===== src/rtl/onehot_decoder_pkg.sv =====
// Shared types for the one-hot decoder pipeline: occupancy state and error-counter width.
package onehot_decoder_pkg;

  typedef enum logic [1:0] {
    EMPTY = 2'd0,
    ONE   = 2'd1,
    TWO   = 2'd2
  } state_e;

  localparam int ERRCNT_W = 8;

endpackage


===== src/rtl/onehot_decode_comb.sv =====
// Combinational code-to-vector decoder; codes at or above OUT_N give an all-inactive vector and err.
module onehot_decode_comb #(
  parameter int IN_W       = 4,
  parameter int OUT_N      = 10,
  parameter int ACTIVE_LOW = 1
) (
  input  logic [IN_W-1:0]  code,
  output logic [OUT_N-1:0] vec,
  output logic             err
);

  logic [OUT_N-1:0] hot;

  always_comb begin
    hot = '0;
    for (int i = 0; i < OUT_N; i++) begin
      if (code == IN_W'(i)) hot[i] = 1'b1;
    end
    // No bit set means the code had no matching output.
    err = ~|hot;
    vec = (ACTIVE_LOW != 0) ? ~hot : hot;
  end

endmodule


===== src/rtl/onehot_decoder_pipe.sv =====
// Registered one-hot/one-cold decoder with a 2-entry output/skid buffer and valid/ready handshakes.
// Optional saturating out-of-range counter on err_cnt when ONEHOT_DECODER_ERRCNT_EN is defined.
//
// state | meaning
// EMPTY | no result held, out_valid low
// ONE   | output register holds a result
// TWO   | output and skid registers both full, input stalled
module onehot_decoder_pipe
  import onehot_decoder_pkg::*;
#(
  parameter int IN_W       = 4,
  parameter int OUT_N      = 10,
  parameter int ACTIVE_LOW = 1
) (
  input  logic             clk,
  input  logic             rst,
  input  logic             in_valid,
  output logic             in_ready,
  input  logic [IN_W-1:0]  pi,
  output logic             out_valid,
  input  logic             out_ready,
  output logic [OUT_N-1:0] po,
  output logic             out_err
`ifdef ONEHOT_DECODER_ERRCNT_EN
  ,
  output logic [ERRCNT_W-1:0] err_cnt
`endif
);

  localparam logic [OUT_N-1:0] IDLE_VEC = (ACTIVE_LOW != 0) ? {OUT_N{1'b1}} : {OUT_N{1'b0}};

  state_e           state_q, state_d;
  logic [OUT_N-1:0] out_vec_q, out_vec_d;
  logic [OUT_N-1:0] skid_vec_q, skid_vec_d;
  logic             out_err_q, out_err_d;
  logic             skid_err_q, skid_err_d;
  logic             in_ready_q, in_ready_d;
  logic [OUT_N-1:0] dec_vec;
  logic             dec_err;
  logic             in_xfer;
  logic             out_xfer;

  onehot_decode_comb #(
    .IN_W      (IN_W),
    .OUT_N     (OUT_N),
    .ACTIVE_LOW(ACTIVE_LOW)
  ) u_decode (
    .code(pi),
    .vec (dec_vec),
    .err (dec_err)
  );

  assign in_xfer   = in_valid && in_ready_q;
  assign out_xfer  = (state_q != EMPTY) && out_ready;
  assign in_ready  = in_ready_q;
  assign out_valid = (state_q != EMPTY);
  assign po        = out_vec_q;
  assign out_err   = out_err_q;

  always_comb begin
    state_d    = state_q;
    out_vec_d  = out_vec_q;
    out_err_d  = out_err_q;
    skid_vec_d = skid_vec_q;
    skid_err_d = skid_err_q;
    case (state_q)
      EMPTY: begin
        if (in_xfer) begin
          out_vec_d = dec_vec;
          out_err_d = dec_err;
          state_d   = ONE;
        end
      end
      ONE: begin
        if (in_xfer && out_xfer) begin
          out_vec_d = dec_vec;
          out_err_d = dec_err;
        end else if (in_xfer) begin
          skid_vec_d = dec_vec;
          skid_err_d = dec_err;
          state_d    = TWO;
        end else if (out_xfer) begin
          // Park the output register at idle so po is inactive while empty.
          out_vec_d = IDLE_VEC;
          out_err_d = 1'b0;
          state_d   = EMPTY;
        end
      end
      TWO: begin
        if (out_xfer) begin
          out_vec_d  = skid_vec_q;
          out_err_d  = skid_err_q;
          skid_vec_d = IDLE_VEC;
          skid_err_d = 1'b0;
          state_d    = ONE;
        end
      end
      default: begin
        out_vec_d  = IDLE_VEC;
        out_err_d  = 1'b0;
        skid_vec_d = IDLE_VEC;
        skid_err_d = 1'b0;
        state_d    = EMPTY;
      end
    endcase
    in_ready_d = (state_d != TWO);
  end

  always_ff @(posedge clk) begin
    if (rst) begin
      state_q    <= EMPTY;
      out_vec_q  <= IDLE_VEC;
      out_err_q  <= 1'b0;
      skid_vec_q <= IDLE_VEC;
      skid_err_q <= 1'b0;
      in_ready_q <= 1'b1;
    end else begin
      state_q    <= state_d;
      out_vec_q  <= out_vec_d;
      out_err_q  <= out_err_d;
      skid_vec_q <= skid_vec_d;
      skid_err_q <= skid_err_d;
      in_ready_q <= in_ready_d;
    end
  end

`ifdef ONEHOT_DECODER_ERRCNT_EN
  localparam logic [ERRCNT_W-1:0] ERRCNT_MAX = {ERRCNT_W{1'b1}};

  logic [ERRCNT_W-1:0] err_cnt_q, err_cnt_d;

  always_comb begin
    err_cnt_d = err_cnt_q;
    if (in_xfer && dec_err && (err_cnt_q != ERRCNT_MAX)) begin
      err_cnt_d = err_cnt_q + 1'b1;
    end
  end

  always_ff @(posedge clk) begin
    if (rst) begin
      err_cnt_q <= '0;
    end else begin
      err_cnt_q <= err_cnt_d;
    end
  end

  assign err_cnt = err_cnt_q;
`endif

endmodule

===== config.mk =====
export PLATFORM = sky130hd
export DESIGN_NAME = onehot_decoder_pipe
export DESIGN_NICKNAME = d
export VERILOG_FILES = /design/src/rtl/onehot_decoder_pkg.sv /design/src/rtl/onehot_decode_comb.sv /design/src/rtl/onehot_decoder_pipe.sv
export SDC_FILE = /design/constraint.sdc
export NUM_CORES = 1
export LEC_CHECK = 0
export ABC_AREA = 0
export CAP_MARGIN = 20
export CORE_UTILIZATION = 45
export CTS_CLUSTER_DIAMETER = 50
export CTS_CLUSTER_SIZE = 28
export DETAILED_ROUTE_END_ITERATION = 12
export PLACE_DENSITY = 0.74
export SETUP_SLACK_MARGIN = 0.5
export SLEW_MARGIN = 20
export SYNTH_ARGS = -nofsm -noshare
export SYNTH_HDL_FRONTEND = slang
export SYNTH_SLANG_ARGS = --single-unit

===== constraint.sdc =====
create_clock -name clk -period 2.9 [get_ports clk]
set_input_delay 0.29 -clock clk [delete_from_list [all_inputs] [get_ports clk]]
set_output_delay 0.29 -clock clk [all_outputs]
set_load 0.05 [all_outputs]

======== Yosys cells after proc, flatten, opt, wreduce, memory -nomap -nowiden ========
Index checks and enable logic that the tools add are counted.
storage, ports and cells
  word-level logic and storage cells ...... 68
  output and inout port bits .............. 13
  memory bits (writable) .................. 0
  input port bits ......................... 8
  ROM bits ................................ 0
  register bits ........................... 25
  bits in latches ......................... 0
  memories ................................ 0
cells by class
  bitwise gates (word level) .............. 2
  shift operators ......................... 0
  divide/modulo/power cells ............... 0
  equality and inequality tests ........... 18
  multiply operators ...................... 0
  multiplexer cells ....................... 32
  add/subtract/negate cells ............... 0
  order comparisons ....................... 0
  reductions and logical operators ........ 10
operators with widths
  cell                                           count
  two-way mux 10 bit                             6
  one-hot mux 10 bit (3 select lines)            2
  == test 4 x 3 -> 1 bit, second input constant  4
  two-way mux 1 bit                              16
  two-way mux 2 bit                              5
  inequality test 2 bit, second input constant   5
  NOT 10 bit                                     1
  OR reduction 10 bit                            1
  == test 4 x 2 -> 1 bit, second input constant  2
  == test 4 bit, second input constant           2
  AND reduction 4 bit                            2
  inequality test 3 bit, second input constant   2
  one-hot mux 1 bit (3 select lines)             2
  one-hot mux 2 bit (3 select lines)             1
  == test 4 x 1 -> 1 bit, second input constant  1
  logical NOT 4 bit                              1
  logical AND 1 bit                              3
  == test 2 x 1 -> 1 bit, second input constant  1
  == test 2 bit, second input constant           1
  logical NOT 2 bit                              1
  nonzero test 2 bit                             1
  logical NOT 1 bit                              1
  NOT 1 bit                                      1

======== Depth between registers and ports, before layout ========
Gate-level depths: netlist (run 1).
  depth in word-level cells ............... 7
  gate-level depth with buffers ........... 6
  mapped depth without buffers ............ 4

======== Hierarchy ========
A second synthesis (run 1) with hierarchy kept.
unflattened totals
  cells, all modules ...................... 130
  area total of the unflattened synthesis .. 1228.7 um^2
modules (own cells, without submodules)
  module               seq. area each (um^2)  cells an instance  times used  area each (um^2)
  onehot_decoder_pipe  500.5                  116                1           1104.8
  onehot_decode_comb   0.0                    14                 1           123.9

======== Worst setup path before layout (run 1) ========
OpenSTA, ideal clock, no wires.
  path kind ............................... reg2reg
  from .................................... reg in_ready_q (netlist: in_ready)
  to ...................................... reg skid_vec_q[7]
  period minus slack after synthesis ...... 1.621 ns
  required time ........................... 2.786 ns
  cell stages (with the launch flop) ...... 5
  buffers on the path ..................... 0
  slack ................................... 1.279 ns
  data arrival time ....................... 1.507 ns
  library setup time ...................... 0.114 ns
  path through ............................ dfxtp_1 -> and3b_1 -> o22ai_1 -> or3_1 -> a21o_1
on the way
  cells in the longest elaborated chain, start to end .. 4
  elaborated cells on any way between the ends .. 5
  those cells by class .................... eq/ne: 2; reduce/logical: 3
ends and longest elaborated chain
  what                             line                        RTL
  start, declared                  onehot_decoder_pipe.sv:37   logic in_ready_q, in_ready_d;
  start signal, assigned           onehot_decoder_pipe.sv:123  in_ready_q <= in_ready_d;
  logical AND 1 bit *              onehot_decoder_pipe.sv:53   assign in_xfer = in_valid && in_ready_q;
  logical AND 1 bit                onehot_decoder_pipe.sv:75   if (in_xfer && out_xfer) begin
  inequality test 2 bit (no line)  n/a
  AND reduction 4 bit (no line) *  n/a
  end signal, assigned             onehot_decoder_pipe.sv:121  skid_vec_q <= skid_vec_d;
  end, declared                    onehot_decoder_pipe.sv:34   logic [OUT_N-1:0] skid_vec_q, skid_vec_d;
Mark *: on every way between the ends. The rest lies on a longest branch, timed or not.
A chain may end at the register's enable or synchronous reset.

======== Final worst setup path (run 1) ========
  from .................................... reg state_q[1]
  to ...................................... out out_valid
on the way
  cells in the longest elaborated chain, start to end .. 1
ends and longest elaborated chain
  what                    line                        RTL
  start, declared         onehot_decoder_pipe.sv:32   state_e state_q, state_d;
  start signal, assigned  onehot_decoder_pipe.sv:118  state_q <= state_d;
  nonzero test 2 bit      onehot_decoder_pipe.sv:56   assign out_valid = (state_q != EMPTY);
  end, declared           onehot_decoder_pipe.sv:20   output logic out_valid,
No other way between the ends.

==> results of run 1 <==
-- cell usage after synthesis --
master	number
dfxtp_1	25
a21oi_1	12
nor2_1	11
o22ai_1	11
mux2_2	10
nor3_1	10
o21ai_1	10
o21bai_1	9
buf_4	4
buf_6	4
nand4bb_1	4
or4b_4	4
buf_2	3
clkbuf_1	3
nand2_1	3
a21o_1	2
and3b_1	2
mux2i_1	2
nand2b_1	2
nand4b_1	2
o22a_1	2
or3_1	2
a31oi_1	1
buf_1	1
clkbuf_4	1
inv_1	1
nand2_2	1
nor2b_1	1
o2111ai_1	1
o21ai_0	1
o2bb2ai_2	1
o31a_1	1
or2_1	1
or4_4	1
-- worst reg2reg max path: stages, from the launching register on --
cell and delay, ns:
dfxtp_1 0.57, buf_4 0.26, o22ai_1 0.10, buf_4 0.21, or3_1 0.37, a21o_1 0.18
-- area by class of cell --
type	count	share of cell area [%]
multi-input cells	107	48.5
clock inverters	1	0.324
well taps	31	2.51
repair buffers	23	14.4
inverters	1	0.243
flip-flops and latches	25	32.5
clock buffers	3	1.46
-- registers in the layout, summed over array words and instances (netlist names) --
name        count
po             10
skid_vec_q     10
state_q         2
in_ready        1
out_err         1
skid_err_q      1
-- placed cells by master, fill, tap and decap left out, types with 2 or more instances in the layout --
cell / instances
o21bai_1: 9
nor2_1: 11
nand2b_1: 2
a21oi_1: 12
dfxtp_1: 24
mux2_2: 10
and3b_1: 2
o22ai_1: 11
nand4b_1: 2
buf_4: 3
a21o_1: 2
mux2i_1: 2
o22a_1: 2
nand2_1: 3
o21ai_1: 10
or3_1: 2
clkbuf_4: 3
nand4bb_1: 4
clkdlybuf4s50_1: 20
nor3_1: 10
or4b_4: 4
-- per-stage QoR --
stage	setup slack [ns]	instance area (um2)
after CTS	0.660	1540
after detailed placement	0.695	1510
after global placement	0.707	1510
after floorplan	1.28	1370
after global routing	0.597	1540
final	0.646	1540
-- metal layers --
layer / vias to the layer above / track usage [%] / share of wire [%]
li1: 576 / - / -
met5: - / 0 / 0
met3: 4 / 4.54 / 5.4
met2: 34 / 32.8 / 47
met4: 0 / 5.57 / 1.3
met1: 545 / 26.4 / 47
-- power by group through the flow --
stage	sequential (uW)	clock [uW]	combinational (uW)
3_5_place_dp	385	0	210
2_1_floorplan	433	0	105
4_1_cts	377	166	210
5_1_grt	380	176	224
6_report	377	164	211
3_3_place_gp	383	0	207
-- what timing repair did --
| item | 4_1_cts | 5_1_grt |
|---|---|---|
| setup endpoints to repair | 1 | 0 |
| hold endpoints to repair | 0 | 0 |
| resized for setup | 1 | 0 |
-- kinds of logic after synthesis --
family,after synthesis,synth area share [%]
AO/OA/AOI/OAI,51,23.6
AND/OR/NAND/NOR,44,21.4
flip-flops,25,36.7
buffers and inverters,17,8.52
multiplexers,12,9.72
-- how the worst min path moves through the flow --
stage | from | end | cells past startpoint
6_report | skid_err_q | skid_err_q | 2
5_1_grt | skid_err_q | skid_err_q | 2
4_1_cts | skid_err_q | skid_err_q | 2
3_5_place_dp | skid_err_q | skid_err_q | 2
3_3_place_gp | skid_err_q | skid_err_q | 2
2_1_floorplan | rst | state_q[1] | 1
==> results_dict.tcl, run 1 <==
set metrics [dict create \
    synthDistinctLibCells 34 \
    grtUsageTotal_pct 20.0 \
    dp_cells 187 \
    post_cts_buffers 0 \
    first_pass_iters 8 \
    antenna_found_initial 0 \
    rrSetupSlack_ns 1.13 \
    drc_errors 7 \
    crit_path_end "out_valid" \
    maxCapViolations 0 \
    p_switching_uw 261 \
    first_global_vias 1111 \
    final.min_clock_period_ns 2.25 \
    whs_ns 0.473 \
    combPwrFrac_pct 28.1 \
    ys_seq_area_share_pct 36.7 \
    cts_inserted_buffers 3 \
    h-tree-depth 1 \
    end_kind "output port" \
    path_buf_inv 1 \
    diodes 0 \
    ys_seq_elements 25 \
    cp_cell_sequence "or2_1 > clkdlybuf4s50_1" \
    power_uw 752 \
    wirelength_um 3060 \
    dp_hpwl_um 2090 \
    cp-start-kind "register" \
    design.die.area_um2 3260 \
    layout.nets 169 \
    instances_no_fill 191 \
    die_w_um 57.1 \
    final-seq-area_um2 502 \
    core_area_um2 2810 \
    grt_max_degree 25 \
    finalCoreUtilization_pct 55.0 \
    gp_congestion 0.801 \
    area_growth_pct 13.0 \
    status "finished, violations left" \
    grt_first_pass_wirelength_um 5130 \
    synth_top_area_cell "dfxtp_1" \
    max_freq_mhz 444 \
    cts.clk_slew.worst_paths_ns 0.14 \
    cts.sinks 25 \
    multi_input_area_um2 748 \
    p_clk_share_pct 21.8 \
    setup_violations 0 \
    root_buffer "clkbuf_4" \
    postCtsHoldBufs 0 \
    reg2reg_depth 5 \
    antenna_left 0 \
    crit_path_top_delay_cell "clkdlybuf4s50_1" \
    vias_per_cell 6.07 \
    start_util_pct 48.7 \
    drt_iter0_markers 50 \
    io_buffers 20 \
    internal_power_uw 492 \
    crit_cells 2 \
    netlist_area_um2 1370 \
    clock_latency_ns 0.33 \
    vias 1159 \
    drive_above_1_share_pct 15.6 \
    period_share_pct 77.7 \
    overflow 0 \
    p_sw_share_pct 34.7 \
    fillers 266 \
    ys_warn_count 0 \
    path_class "reg -> out" \
    routedWlPerCell_um 16.0 \
    max-slew-margin-rel_pct 46.3 \
    required_ns 2.61 \
    power.density_nw_per_um2 488 \
    synth_top_cell_area_share_pct 36.7 \
    drv_slew 0 \
    peakVddDrop_v 0.000198 \
    leakagePower_uw 0.000554 \
    reg2reg_to "skid_vec_q[7]" \
    pin_count 21 \
    synthTopCellsByArea "dfxtp_1 (37%), mux2_2 (8.2%), o22ai_1 (5.0%)" \
    hp-class "reg -> reg" \
    cts_tree "yes" \
    cts_max_path_buffers 2 \
    cp_max_fo 21 \
    pwr-share-seq_pct 50.1 \
    syn_nets 157 \
    worst_pin_slew_ns 0.804 \
    cpPeakStageDelay_ns 0.81 \
    failed_checks "DRC" \
    grt_setup_unrepaired "no" \
    finalSetupTns_ns 0 \
    r2r-start "state_q[0]" \
    syn_inst 149 \
    crit_family "buffers and inverters" \
    crit_start "state_q[1]" \
    fin_skew_ns 0.00315 \
    hold_viol_final 0 \
    arrival_ns 1.96 \
    dieHeight_um 57.1 \
    placementRows 19 \
    avgSynthCellArea_um2 9.16 \
]
(Power assumes the default switching activity.)
==> run 2: changes to the inputs <==
- clock period: 2.9 -> 2.1 ns (I/O delays scaled with it)
==> results_dict.tcl, run 2 (synthesized netlist as in run 1, its figures left out) <==
set metrics [dict create \
    core_area_um2 2810 \
    grt_first_pass_wirelength_um 5130 \
    vias_per_cell 5.89 \
    overflow 0 \
    cpPeakStageDelay_ns 0.37 \
    post-place-ws_ns 0.0815 \
    path_class "reg -> out" \
    cp_cell_sequence "buf_4 > or2_1 > buf_4" \
    path_common_cell "buf_4" \
    placementRows 19 \
    h-tree-depth 1 \
    drc_errors 6 \
    final.min_clock_period_ns 1.54 \
    power.density_nw_per_um2 650 \
    r2r-start "state_q[1]" \
    antenna_found_initial 0 \
    wirelength_um 2920 \
    root_buffer "clkbuf_4" \
    drive_above_1_share_pct 19.5 \
    post_cts_buffers 0 \
    reg2reg_depth 3 \
    hold_depth 2 \
    required_ns 1.89 \
    cts_max_path_buffers 2 \
    finalCoreUtilization_pct 55.4 \
    cts.clk_slew.worst_paths_ns 0.13 \
    diodes 0 \
    postCtsHoldBufs 0 \
    hold_viol_final 0 \
    cp_max_fo 15 \
    cts_inserted_buffers 3 \
    period_share_pct 73.3 \
    final_common_cell "dfxtp_1" \
    fin_skew_ns 0.00289 \
    cts.sinks 25 \
    dieHeight_um 57.1 \
    hold_start "skid_err_q" \
    failed_checks "DRC" \
    gp_congestion 0.798 \
    grtUsageTotal_pct 20.3 \
    end_kind "output port" \
    grt_max_degree 22 \
    cts_tree "yes" \
    die_w_um 57.1 \
    pin_count 21 \
    leakagePower_uw 0.000571 \
    worst_pin_slew_ns 0.508 \
    fin_area_um2 1550 \
    cp-start-kind "register" \
    maxCapViolations 0 \
    drt_iter0_markers 70 \
    start_util_pct 48.7 \
    vias 1148 \
    max-slew-margin-rel_pct 66.3 \
    setup_violations 0 \
    fillers 255 \
    routedWlPerCell_um 15.0 \
    io_buffers 20 \
    finalSetupTns_ns 0 \
    hp-class "reg -> reg" \
    peakVddDrop_v 0.000266 \
    postPlaceCellArea_um2 1540 \
    area_growth_pct 13.7 \
    layout.nets 173 \
    first_pass_iters 8 \
    first_global_vias 1057 \
    whs_endpoint "skid_err_q" \
    antenna_left 0 \
    clock_latency_ns 0.32 \
    arrival_ns 1.33 \
    final_cell_mix "dfxtp_1 (22), dlygate4sd2_1 (16), a21oi_1 (12)" \
    max_freq_mhz 649 \
    rrSetupSlack_ns 0.62 \
    drv_slew 0 \
    crit_path_top_delay_cell "dfxtp_2" \
    status "finished, violations left" \
    design.die.area_um2 3260 \
    grt_setup_unrepaired "no" \
    dp_hpwl_um 2140 \
    fin_ws_ns 0.560 \
    reg2reg_to "skid_vec_q[7]" \
]
[run 2: cell types whose count changed in the layout (fill, tap and decap cells not counted), sizes merged]
| cell | change |
|---|---|
| clkdlybuf4s50 | -17 |
| dlygate4sd2 | +16 |
| buf | +5 |
[run 2: cell type report]
| cell class | instances | area (um2) | share of cell area [%] |
|---|---|---|---|
| clock buffer | 3 | 22.5 | 1.45 |
| clock inverter | 1 | 5.00 | 0.322 |
| tap | 31 | 38.8 | 2.50 |
| sequential | 25 | 504 | 32.5 |
| inverter | 1 | 3.75 | 0.242 |
| multi-input combinational | 107 | 748 | 48.2 |
| timing repair buffer | 27 | 230 | 14.8 |
[run 2: how the worst max path moves through the flow]
stage	start	depth (start not counted)	to	slack, ns
finish	state_q[0]	3	out_valid	0.56
global placement	pi[2]	5	po[4]	0.13
global route	state_q[1]	6	po[2]	0.51
detailed placement	pi[3]	5	po[8]	0.08
floorplan	in_ready	4	skid_vec_q[7]	0.66
CTS	state_q[0]	3	out_valid	0.53
[run 2: metal layers]
layer,up-vias,wire [um],track usage [%]
li1,585,-,-
met1,531,1390,28.7
met2,28,1350,32.3
met3,4,133,2.72
met4,0,37,6.27
met5,-,0,0
[run 2: where the power goes]
| group | internal (uW) | switching (uW) | total (uW) |
|---|---|---|---|
| Sequential | 500 | 16.7 | 517 |
| Clock | 71.5 | 143 | 214 |
| Combinational | 93.1 | 186 | 279 |
[run 2: repair_timing]
action / 4_1_cts / 5_1_grt
cloned: 0 / 0
gates resized for setup: 17 / 1
setup endpoints to repair: 20 / 1
hold endpoints to repair: 0 / 0
[run 2: critical path: cells and delay by family, from the launching register on]
| family | cells | cell delay (ns) |
|---|---|---|
| buffers and inverters | 2 | 0.38 |
| DFF | 1 | 0.37 |
| and+or+nand+nor | 1 | 0.25 |
[run 2: per-stage QoR]
step | instances | total power [uW] | hold slack (ns)
final | 195 | 1010 | 0.470
after global routing | 195 | 1060 | 0.509
after CTS | 195 | 1010 | 0.471
after detailed placement | 191 | 823 | 0.454
after global placement | 191 | 818 | 0.443
after floorplan | 149 | 742 | 0.298
